--- src/rtl/adc_poller_pkg.sv ---
// Shared monitor definitions for the XADC poller: DRP channel map, sweep size and FSM encodings.
package adc_poller_pkg;

    localparam int unsigned NUM_CH  = 7;
    localparam logic [2:0]  CH_LAST = 3'(NUM_CH - 1);

    localparam logic [6:0] ADDR_TEMP   = 7'h00;
    localparam logic [6:0] ADDR_VCCINT = 7'h01;
    localparam logic [6:0] ADDR_VCCAUX = 7'h02;
    localparam logic [6:0] ADDR_BPLSSW = 7'h14;
    localparam logic [6:0] ADDR_P4SW   = 7'h1C;
    localparam logic [6:0] ADDR_P3V3IO = 7'h15;
    localparam logic [6:0] ADDR_MTEMP  = 7'h1D;

    typedef enum logic [1:0] {SEQ_IDLE, SEQ_READ, SEQ_COMMIT} seq_state_e;
    typedef enum logic [1:0] {RD_IDLE, RD_REQ, RD_WAIT} rd_state_e;

    function automatic logic [6:0] ch_addr(input logic [2:0] ch);
        case (ch)
            3'd0:    return ADDR_TEMP;
            3'd1:    return ADDR_VCCINT;
            3'd2:    return ADDR_VCCAUX;
            3'd3:    return ADDR_BPLSSW;
            3'd4:    return ADDR_P4SW;
            3'd5:    return ADDR_P3V3IO;
            3'd6:    return ADDR_MTEMP;
            default: return ADDR_TEMP;
        endcase
    endfunction

endpackage

--- src/rtl/adc_poller_drp_reader.sv ---
// Single DRP read transaction: one-cycle strobe, bounded wait for drdy, data/timeout report.
module adc_poller_drp_reader
    import adc_poller_pkg::*;
#(
    parameter int unsigned TIMEOUT = 255
) (
    input  logic        clk,
    input  logic        rst_n,
    input  logic        start,
    input  logic [6:0]  addr,
    input  logic        drp_drdy,
    input  logic [15:0] drp_do,
    output logic        drp_den,
    output logic [6:0]  drp_daddr,
    output logic        done,
    output logic        timed_out,
    output logic [15:0] data
);
    localparam int unsigned CW  = (TIMEOUT > 1) ? $clog2(TIMEOUT) : 1;
    localparam logic [CW-1:0] LIM = CW'(TIMEOUT - 1);

    rd_state_e     st;
    logic [CW-1:0] cnt;
    logic          at_limit;

    // Data arriving on the final wait cycle wins over the timeout.
    assign at_limit  = (cnt == LIM);
    assign done      = (st == RD_WAIT) && (drp_drdy || at_limit);
    assign timed_out = (st == RD_WAIT) && !drp_drdy && at_limit;
    assign data      = drp_do;

    always_ff @(posedge clk or negedge rst_n) begin
        if (!rst_n) begin
            st        <= RD_IDLE;
            drp_den   <= 1'b0;
            drp_daddr <= '0;
            cnt       <= '0;
        end else begin
            drp_den <= 1'b0;
            case (st)
                RD_IDLE: begin
                    if (start) begin
                        st        <= RD_REQ;
                        drp_den   <= 1'b1;
                        drp_daddr <= addr;
                    end
                end
                RD_REQ: begin
                    st  <= RD_WAIT;
                    cnt <= '0;
                end
                RD_WAIT: begin
                    if (done) begin
                        if (start) begin
                            st        <= RD_REQ;
                            drp_den   <= 1'b1;
                            drp_daddr <= addr;
                        end else begin
                            st <= RD_IDLE;
                        end
                    end else begin
                        cnt <= cnt + CW'(1);
                    end
                end
                default: st <= RD_IDLE;
            endcase
        end
    end

endmodule

--- src/rtl/adc_poller.sv ---
// XADC DRP poller: on each end-of-sequence sweeps seven channels into a shadow bank,
// then commits the whole bank on one edge so readers never see a mixed sample set.
module adc_poller
    import adc_poller_pkg::*;
#(
    parameter int unsigned TIMEOUT = 255
) (
    input  logic        clk,
    input  logic        rst_n,
    input  logic        eos,
    output logic        drp_den,
    output logic        drp_dwe,
    output logic [6:0]  drp_daddr,
    output logic [15:0] drp_di,
    input  logic [15:0] drp_do,
    input  logic        drp_drdy,
    output logic [15:0] adc_temp,
    output logic [15:0] adc_vccint,
    output logic [15:0] adc_vccaux,
    output logic [15:0] adc_bplssw,
    output logic [15:0] adc_p4sw,
    output logic [15:0] adc_p3v3io,
    output logic [15:0] adc_mtemp,
    output logic        sample_valid,
    output logic [7:0]  timeout_count
);
    seq_state_e  state;
    logic        pending;
    logic [2:0]  ch;
    logic        last_ch;
    logic [15:0] shadow [NUM_CH];
    logic [15:0] bank   [NUM_CH];

    logic        rd_start;
    logic [6:0]  rd_addr;
    logic        rd_done;
    logic        rd_timed_out;
    logic [15:0] rd_data;

    assign drp_dwe = 1'b0;
    assign drp_di  = '0;
    assign last_ch = (ch == CH_LAST);

    // The next request is launched on the same edge the previous read completes,
    // so back-to-back channels cost exactly 1+L cycles each.
    always_comb begin
        rd_start = 1'b0;
        rd_addr  = ch_addr(3'd0);
        if (state == SEQ_IDLE && (eos || pending)) begin
            rd_start = 1'b1;
        end else if (state == SEQ_READ && rd_done && !last_ch) begin
            rd_start = 1'b1;
            rd_addr  = ch_addr(ch + 3'd1);
        end
    end

    adc_poller_drp_reader #(.TIMEOUT(TIMEOUT)) u_reader (
        .clk       (clk),
        .rst_n     (rst_n),
        .start     (rd_start),
        .addr      (rd_addr),
        .drp_drdy  (drp_drdy),
        .drp_do    (drp_do),
        .drp_den   (drp_den),
        .drp_daddr (drp_daddr),
        .done      (rd_done),
        .timed_out (rd_timed_out),
        .data      (rd_data)
    );

    always_ff @(posedge clk or negedge rst_n) begin
        if (!rst_n) begin
            state         <= SEQ_IDLE;
            pending       <= 1'b0;
            ch            <= '0;
            sample_valid  <= 1'b0;
            timeout_count <= '0;
            for (int unsigned i = 0; i < NUM_CH; i++) begin
                shadow[i] <= '0;
                bank[i]   <= '0;
            end
        end else begin
            sample_valid <= 1'b0;
            if (eos && state != SEQ_IDLE) pending <= 1'b1;
            case (state)
                SEQ_IDLE: begin
                    if (eos || pending) begin
                        state   <= SEQ_READ;
                        ch      <= '0;
                        pending <= 1'b0;
                    end
                end
                SEQ_READ: begin
                    if (rd_done) begin
                        if (!rd_timed_out) shadow[ch] <= rd_data;
                        else if (timeout_count != '1) timeout_count <= timeout_count + 8'd1;
                        if (last_ch) state <= SEQ_COMMIT;
                        else         ch    <= ch + 3'd1;
                    end
                end
                SEQ_COMMIT: begin
                    bank         <= shadow;
                    sample_valid <= 1'b1;
                    state        <= SEQ_IDLE;
                end
                default: state <= SEQ_IDLE;
            endcase
        end
    end

    assign adc_temp   = bank[0];
    assign adc_vccint = bank[1];
    assign adc_vccaux = bank[2];
    assign adc_bplssw = bank[3];
    assign adc_p4sw   = bank[4];
    assign adc_p3v3io = bank[5];
    assign adc_mtemp  = bank[6];

endmodule
--- config.mk ---
export PLATFORM = sky130hd
export DESIGN_NAME = adc_poller
export DESIGN_NICKNAME = d
export VERILOG_FILES = /design/src/rtl/adc_poller_pkg.sv /design/src/rtl/adc_poller_drp_reader.sv /design/src/rtl/adc_poller.sv
export SDC_FILE = /design/constraint.sdc
export NUM_CORES = 1
export LEC_CHECK = 0
export CORE_UTILIZATION = 50
export DETAILED_ROUTE_END_ITERATION = 10
export GPL_TIMING_DRIVEN = 0
export PLACE_DENSITY_LB_ADDON = 0.25
export SLEW_MARGIN = 20
export SYNTH_ARGS = -nofsm -noshare
export SYNTH_HDL_FRONTEND = slang
export SYNTH_HIERARCHICAL = 1
export SYNTH_SLANG_ARGS = --single-unit
--- constraint.sdc ---
create_clock -name clk -period 3.2 [get_ports clk]
set_input_delay 0.64 -clock clk [delete_from_list [all_inputs] [get_ports clk]]
set_output_delay 0.64 -clock clk [all_outputs]
set_load 0.05 [all_outputs]
# Word level (Yosys, flattened, before mapping)
# Cells that the tools add are included.
[totals]
out_inout_bits = 146
elab_cells = 107
reg_bits = 257
inputBits = 20
[op_classes]
n_reduce_logical = 25
magnitude_cmp = 2
eq_ne = 20
n_bitwise = 2
add_sub_neg = 3
mux = 32
[op_table]
columns = ["operator", "n"]
rows = [
  ["$bwmux W112", 1],
  ["$demux W16 S3", 1],
  ["$pmux W5 S6", 1],
  ["$mux W7", 3],
  ["$add A8 B1 Y8 const B", 2],
  ["$mux W16", 1],
  ["$pmux W8 S2", 1],
  ["$pmux W7 S2", 1],
  ["$eq A3 B3 Y1 const B", 4],
  ["$ne A2 B2 Y1 const B", 6],
  ["$mux W2", 5],
  ["$mux W1", 9],
  ["$mux W3", 3],
  ["$eq A8 B8 Y1 const B", 1],
  ["$logic_and A1 B1 Y1", 8],
  ["$mux W8", 1],
  ["$ne A8 B8 Y1 const B", 1],
  ["$reduce_and A4 Y1", 2],
  ["$reduce_bool A2 Y1", 4],
  ["$eq A3 B2 Y1 const B", 2],
  ["$pmux W2 S3", 1],
  ["$pmux W3 S2", 1],
  ["$reduce_and A2 Y1", 3],
  ["$reduce_and A3 Y1", 2],
  ["other kinds (15)", 20],
]

# Longest topological paths before layout
[logic_depth]
word_depth = 10
depth_mapped = 12
depth_no_buf = 11

# By module
# Netlist, hierarchy kept.
[modules_own_cells]
columns = ["mod", "seq_area_each_um2", "area_each_um2", "n_inst", "cells_per_inst"]
rows = [
  ["adc_poller", 5980.7, 9537.9, 1, 821],
  ["adc_poller_drp_reader", 450.4, 1023.5, 1, 97],
]

# Worst setup path before layout
# Ideal clock, no wire load.
[synth_timing]
kind = "input port to flip-flop"
start = "in drp_drdy"
end = "reg timeout_count[7]"
path_stages = 6
slack_ps = 666
required_ps = 3058
arrival_time_ps = 2392
setup_time_ps = 142
n_path_buf = 1
cell_sequence = "buf_2 > nor4_1 > and4_1 > o2111a_1 > nand4_1 > xnor2_1"
[synth_between]
elab_chain_cells = 4
word_cells_on_any_way = 6
classes_between = "6 x reduce/logical"
[synth_lines]
columns = ["element", "line_no", "text"]
rows = [
  ["start, declared", "adc_poller.sv:16", "input logic drp_drdy,"],
  ["$logic_not A1 Y1", "adc_poller_drp_reader.sv:29", "assign timed_out = (st == RD_WAIT) && !drp_drdy && at_limit;"],
  ["$logic_and A1 B1 Y1 (2 in series)", "adc_poller_drp_reader.sv:29", ""],
  ["via rd_timed_out", "adc_poller.sv:37", "logic rd_timed_out;"],
  ["$reduce_and A4 Y1 (no source line)", "-", ""],
  ["end signal, assigned", "adc_poller.sv:96", "else if (timeout_count != '1) timeout_count <= timeout_count + 8'd1;"],
  ["end, declared", "adc_poller.sv:25", "output logic [7:0] timeout_count"],
]
# The timed path passes the listed nets, and every way through them passes these cells.
# A chain may end at the register's enable or synchronous reset.

# Worst setup path in the final report
[layout_timing]
start = "reg u_reader.cnt[0]"
end = "reg u_reader.drp_daddr[1]"
[layout_between]
elab_chain_cells = 10
word_cells_on_any_way = 14
classes_between = "2 x eq/ne; 7 x mux; 5 x reduce/logical"
[layout_lines]
columns = ["element", "line_no", "text"]
rows = [
  ["start, declared", "adc_poller_drp_reader.sv:23", "logic [CW-1:0] cnt;"],
  ["start signal, assigned", "adc_poller_drp_reader.sv:62", "cnt <= cnt + CW'(1);"],
  ["$eq A8 B8 Y1 (*)", "adc_poller_drp_reader.sv:27", "assign at_limit = (cnt == LIM);"],
  ["$logic_or A1 B1 Y1 (*)", "adc_poller_drp_reader.sv:28", "assign done = (st == RD_WAIT) && (drp_drdy || at_limit);"],
  ["$logic_and A1 B1 Y1 (*)", "adc_poller_drp_reader.sv:28", ""],
  ["via rd_done", "adc_poller.sv:36", "logic rd_done;"],
  ["$logic_and A1 B1 Y1 (*) (2 in series)", "adc_poller.sv:51", "end else if (state == SEQ_READ && rd_done && !last_ch) begin"],
  ["$mux W1 (*)", "adc_poller.sv:51", ""],
  ["$mux W1 (*)", "adc_poller.sv:49", "if (state == SEQ_IDLE && (eos || pending)) begin"],
  ["via rd_start", "adc_poller.sv:34", "logic rd_start;"],
  ["$mux W7 (*)", "adc_poller_drp_reader.sv:42, adc_poller_drp_reader.sv:54", ""],
  ["$mux W7", "adc_poller_drp_reader.sv:53", "if (done) begin"],
  ["$pmux W7 S2 (*)", "adc_poller_drp_reader.sv:40", "case (st)"],
  ["end signal, assigned", "adc_poller_drp_reader.sv:45", "drp_daddr <= addr;"],
  ["end signal, assigned", "adc_poller_drp_reader.sv:57", "drp_daddr <= addr;"],
  ["end, declared", "adc_poller_drp_reader.sv:14", "output logic [6:0] drp_daddr,"],
]
# Mark *: on every way through the listed nets, which the timed path passes. The rest lies on a longest branch. The select of a mux whose other input is x is not followed.

==> impl_metrics.toml <==
[outcome]
status = "finished clean"

[floorplan]
rows = 52
start_util_pct = 51.5
pin_count = 166
die_w_um = 147
core_area_mm2 = 0.0205
die_area_mm2 = 0.0217
die_h_um = 147

[finish]
drive_above_1_share_pct = 21.6
fin_cells = 1388
n_antenna_cell = 0
final_cell_mix = "nand2_1 (352), dfrtp_1 (257), clkdlybuf4s50_1 (130)"
area_growth_pct = 25.5
layout_commonest_cell = "nand2_1"
fillerInstances = 1626
final_area_mm2 = 0.0133
layout.nets = 1127
postLayoutCoreUtil_pct = 64.7

[setup_path]
cp_slowest_cell = "dfrtp_1"
crit_fanout = 10
crit_type = "reg2reg"
worstSetupStartpointType = "flip-flop"
cp.arrival_ns = 3.34
cpPeakStageDelay_ns = 0.42
cp_cell_sequence = "inv_1, ha_1, and3_4, a21oi_4, nor2_1, and3b_1, buf_4, nand2_1, nand2_1, nand2_1, a21oi_4, mux2_2"
r2r-start = "u_reader/cnt[0]"
end_kind = "flip-flop"
reg2reg_to = "u_reader/drp_daddr[1]"
ff2ff_setup_slack_ns = 0.27
ff2ff_path_depth = 12
cp_common_cell = "nand2_1"
required_ns = 3.60

[clock_network]
root_buffer = "clkbuf_16"
post_cts_resized = 0
cts_tree = "yes"
cts_sinks = 257
post_cts_buffers = 0
insertion_delay_ns = 0.52
ctsHtreeMaxLevel = 1
clkSlewWorstSetupHoldPaths_ns = 0.06
hold_buffers = 0
cts_buffers = 26
clock_tree.buffer_depth = 3

[timing]
max_freq_mhz = 341
layout_setup_ws_ns = 0.266
finalSetupViolations = 0
finalMaxSlewViolations = 0
finalHoldViolations = 0
rsz0062_at_grt = "no"
min_period_over_period_pct = 91.7
period_needed_ns = 2.93
tightestPinTransition_ns = 0.877
finalClockSkew_ns = 0.0104
slew_headroom_pct = 41.1

[synthesis]
synth_flop_cell = "dfrtp_1"
synth_top_cell_by_area = "dfrtp_1"
yosysTopAreaCellShare_pct = 60.9
synth-edff-count = 0
async_flop_share_pct = 100
synthCells = 918
syn_area_per_cell_um2 = 11.5
ys_seq_area_share_pct = 60.9
netlist_area_mm2 = 0.0106
ys_ff_latch = 257
yosys_warnings = 6
ys_top_cells_by_area = "dfrtp_1 (61%), nand2_1 (13%), mux2_2 (10%)"
synth_cell_type_count = 53

[detailed_routing]
vias_per_cell = 5.02
remaining_drc_errors = 0
drt_wl_total_mm = 23.5
drtAntennaViolNets = 0
first_pass_iters = 4
num_vias = 6973
drt_iter0_drc = 318
wl_per_cell_um = 16.9

[global_route]
gr-usage-all-layers_pct = 22.5
grt_use_met2_pct = 38.3
use_met3_pct = 2.70
use_met1_pct = 31.2
grt_overflow = 0
grt_pass1_wl_mm = 38.1
grt.busiest_layer = "met2"
antenna_found_initial = 0
grt_max_degree = 81
grt_pass1_vias = 7090

[placement]
gp_congestion = 0.827
place_area_mm2 = 0.0124
pre_cts_ws_ns = 0.328
io_buffer_count = 131
hpwl_mm = 16.1
dpl.cell_count = 1340

[power_and_ir_drop]
clkPwrFrac_pct = 37.8
total_power_mw = 8.14
p_int_mw = 6.08
power_leakage_nw = 6.82
max-vdd-ir-drop_v = 0.000436
pwr-share-seq_pct = 48.6
p_switching_mw = 2.05
pwr-share-comb_pct = 13.6
p_per_area_mw_per_mm2 = 614
switching_share_pct = 25.2

[flow_run]
maxCapViolCount = 0

[worst_hold_path]
hp-class = "in2async"
## layer usage
metal  vias to the layer above  part of all wire, %
met1                      3501                   45
met3                        27                  3.7
met4                         0                  1.6
met2                       144                   49
li1                       3301                    -
met5                         -                    0
## cells by family (layout without fill, tap and decap cells)
group	count (synthesis)	after routing	share of synthesized area (%)
simple gates	409	409	16.8
flops	257	257	60.9
mux	121	121	13.7
buf+inv	80	262	4.79
compound gates	37	37	2.42
fa+ha+maj	9	9	1.07
xor+xnor	4	4	0.332
other cells	1	19	0.0355
## synth_stat cells, drive strengths merged, types with 2 or more instances
| cell type | number |
|---|---|
| nand2b | 3 |
| nor4b | 2 |
| inv | 8 |
| buf | 58 |
| and3 | 2 |
| nand2 | 354 |
| nand4 | 5 |
| and4 | 2 |
| xnor2 | 3 |
| mux2 | 121 |
| or3 | 2 |
| ha | 9 |
| a21oi | 15 |
| dfrtp | 257 |
| clkbuf | 13 |
| nand3 | 15 |
| o21ai | 9 |
| nor2 | 13 |
| nor4 | 2 |
| a211oi | 2 |
| nor3 | 4 |
## cell type report
cell class / count / area [µm²] / share of cell area (%)
clock inverters: 6 / 80.1 / 0.604
multi-input cells: 599 / 3700 / 27.9
flip-flops and latches: 257 / 6430 / 48.5
plain buffers: 71 / 472 / 3.56
clock buffers: 42 / 802 / 6.05
well taps: 270 / 338 / 2.55
repair buffers: 134 / 1400 / 10.6
inverters: 9 / 33.8 / 0.255
## flip-flops by register name (all words and copies together) (netlist names), 3 cells and up
name,cells
ch,3
adc_p4sw,16
timeout_count,8
adc_vccaux,16
adc_mtemp,16
adc_bplssw,16
shadow,112
u_reader/cnt,8
adc_temp,16
adc_vccint,16
adc_p3v3io,16
u_reader/drp_daddr,7
## power groups by stage
stage / Clock [mW] / Combinational, mW / Sequential (mW)
2_1_floorplan: 0 / 0.793 / 3.99
3_3_place_gp: 0 / 1.06 / 3.98
3_5_place_dp: 0 / 1.12 / 4.00
4_1_cts: 3.12 / 1.12 / 3.95
5_1_grt: 3.25 / 1.22 / 4.00
6_report: 3.08 / 1.11 / 3.95
## critical path: cells and delay by family, from the launching register on
kind | cells | cell delay [ns]
AO/OA/AOI/OAI | 2 | 0.35
adder cells (fa/ha/maj) | 1 | 0.17
buffers and inverters | 2 | 0.23
flip-flops | 1 | 0.42
multiplexers | 1 | 0.38
AND/OR/NAND/NOR | 6 | 1.25
## worst max-delay path by stage
stage,start,to,slack (ns),depth (start not counted)
final,u_reader/cnt[0],u_reader/drp_daddr[1],0.27,12
after global routing,u_reader/cnt[0],u_reader/drp_daddr[1],0.07,12
after CTS,u_reader/cnt[0],u_reader/drp_daddr[1],0.27,12
after detailed placement,u_reader/cnt[0],u_reader/drp_daddr[1],0.33,12
after global placement,rst_n,adc_p4sw[6],-9.47,1
after floorplan,drp_drdy,timeout_count[7],0.67,6
## through the flow
| stage | hold WS, ns | TNS [ns] |
|---|---|---|
| finish | 0.00296 | 0 |
| global route | 0.0154 | 0 |
| CTS | 0.00826 | 0 |
| detailed placement | 0.448 | 0 |
| global placement | 0.443 | -2427.27 |
| floorplan | 0.344 | 0 |
(Power assumes the default switching activity.)
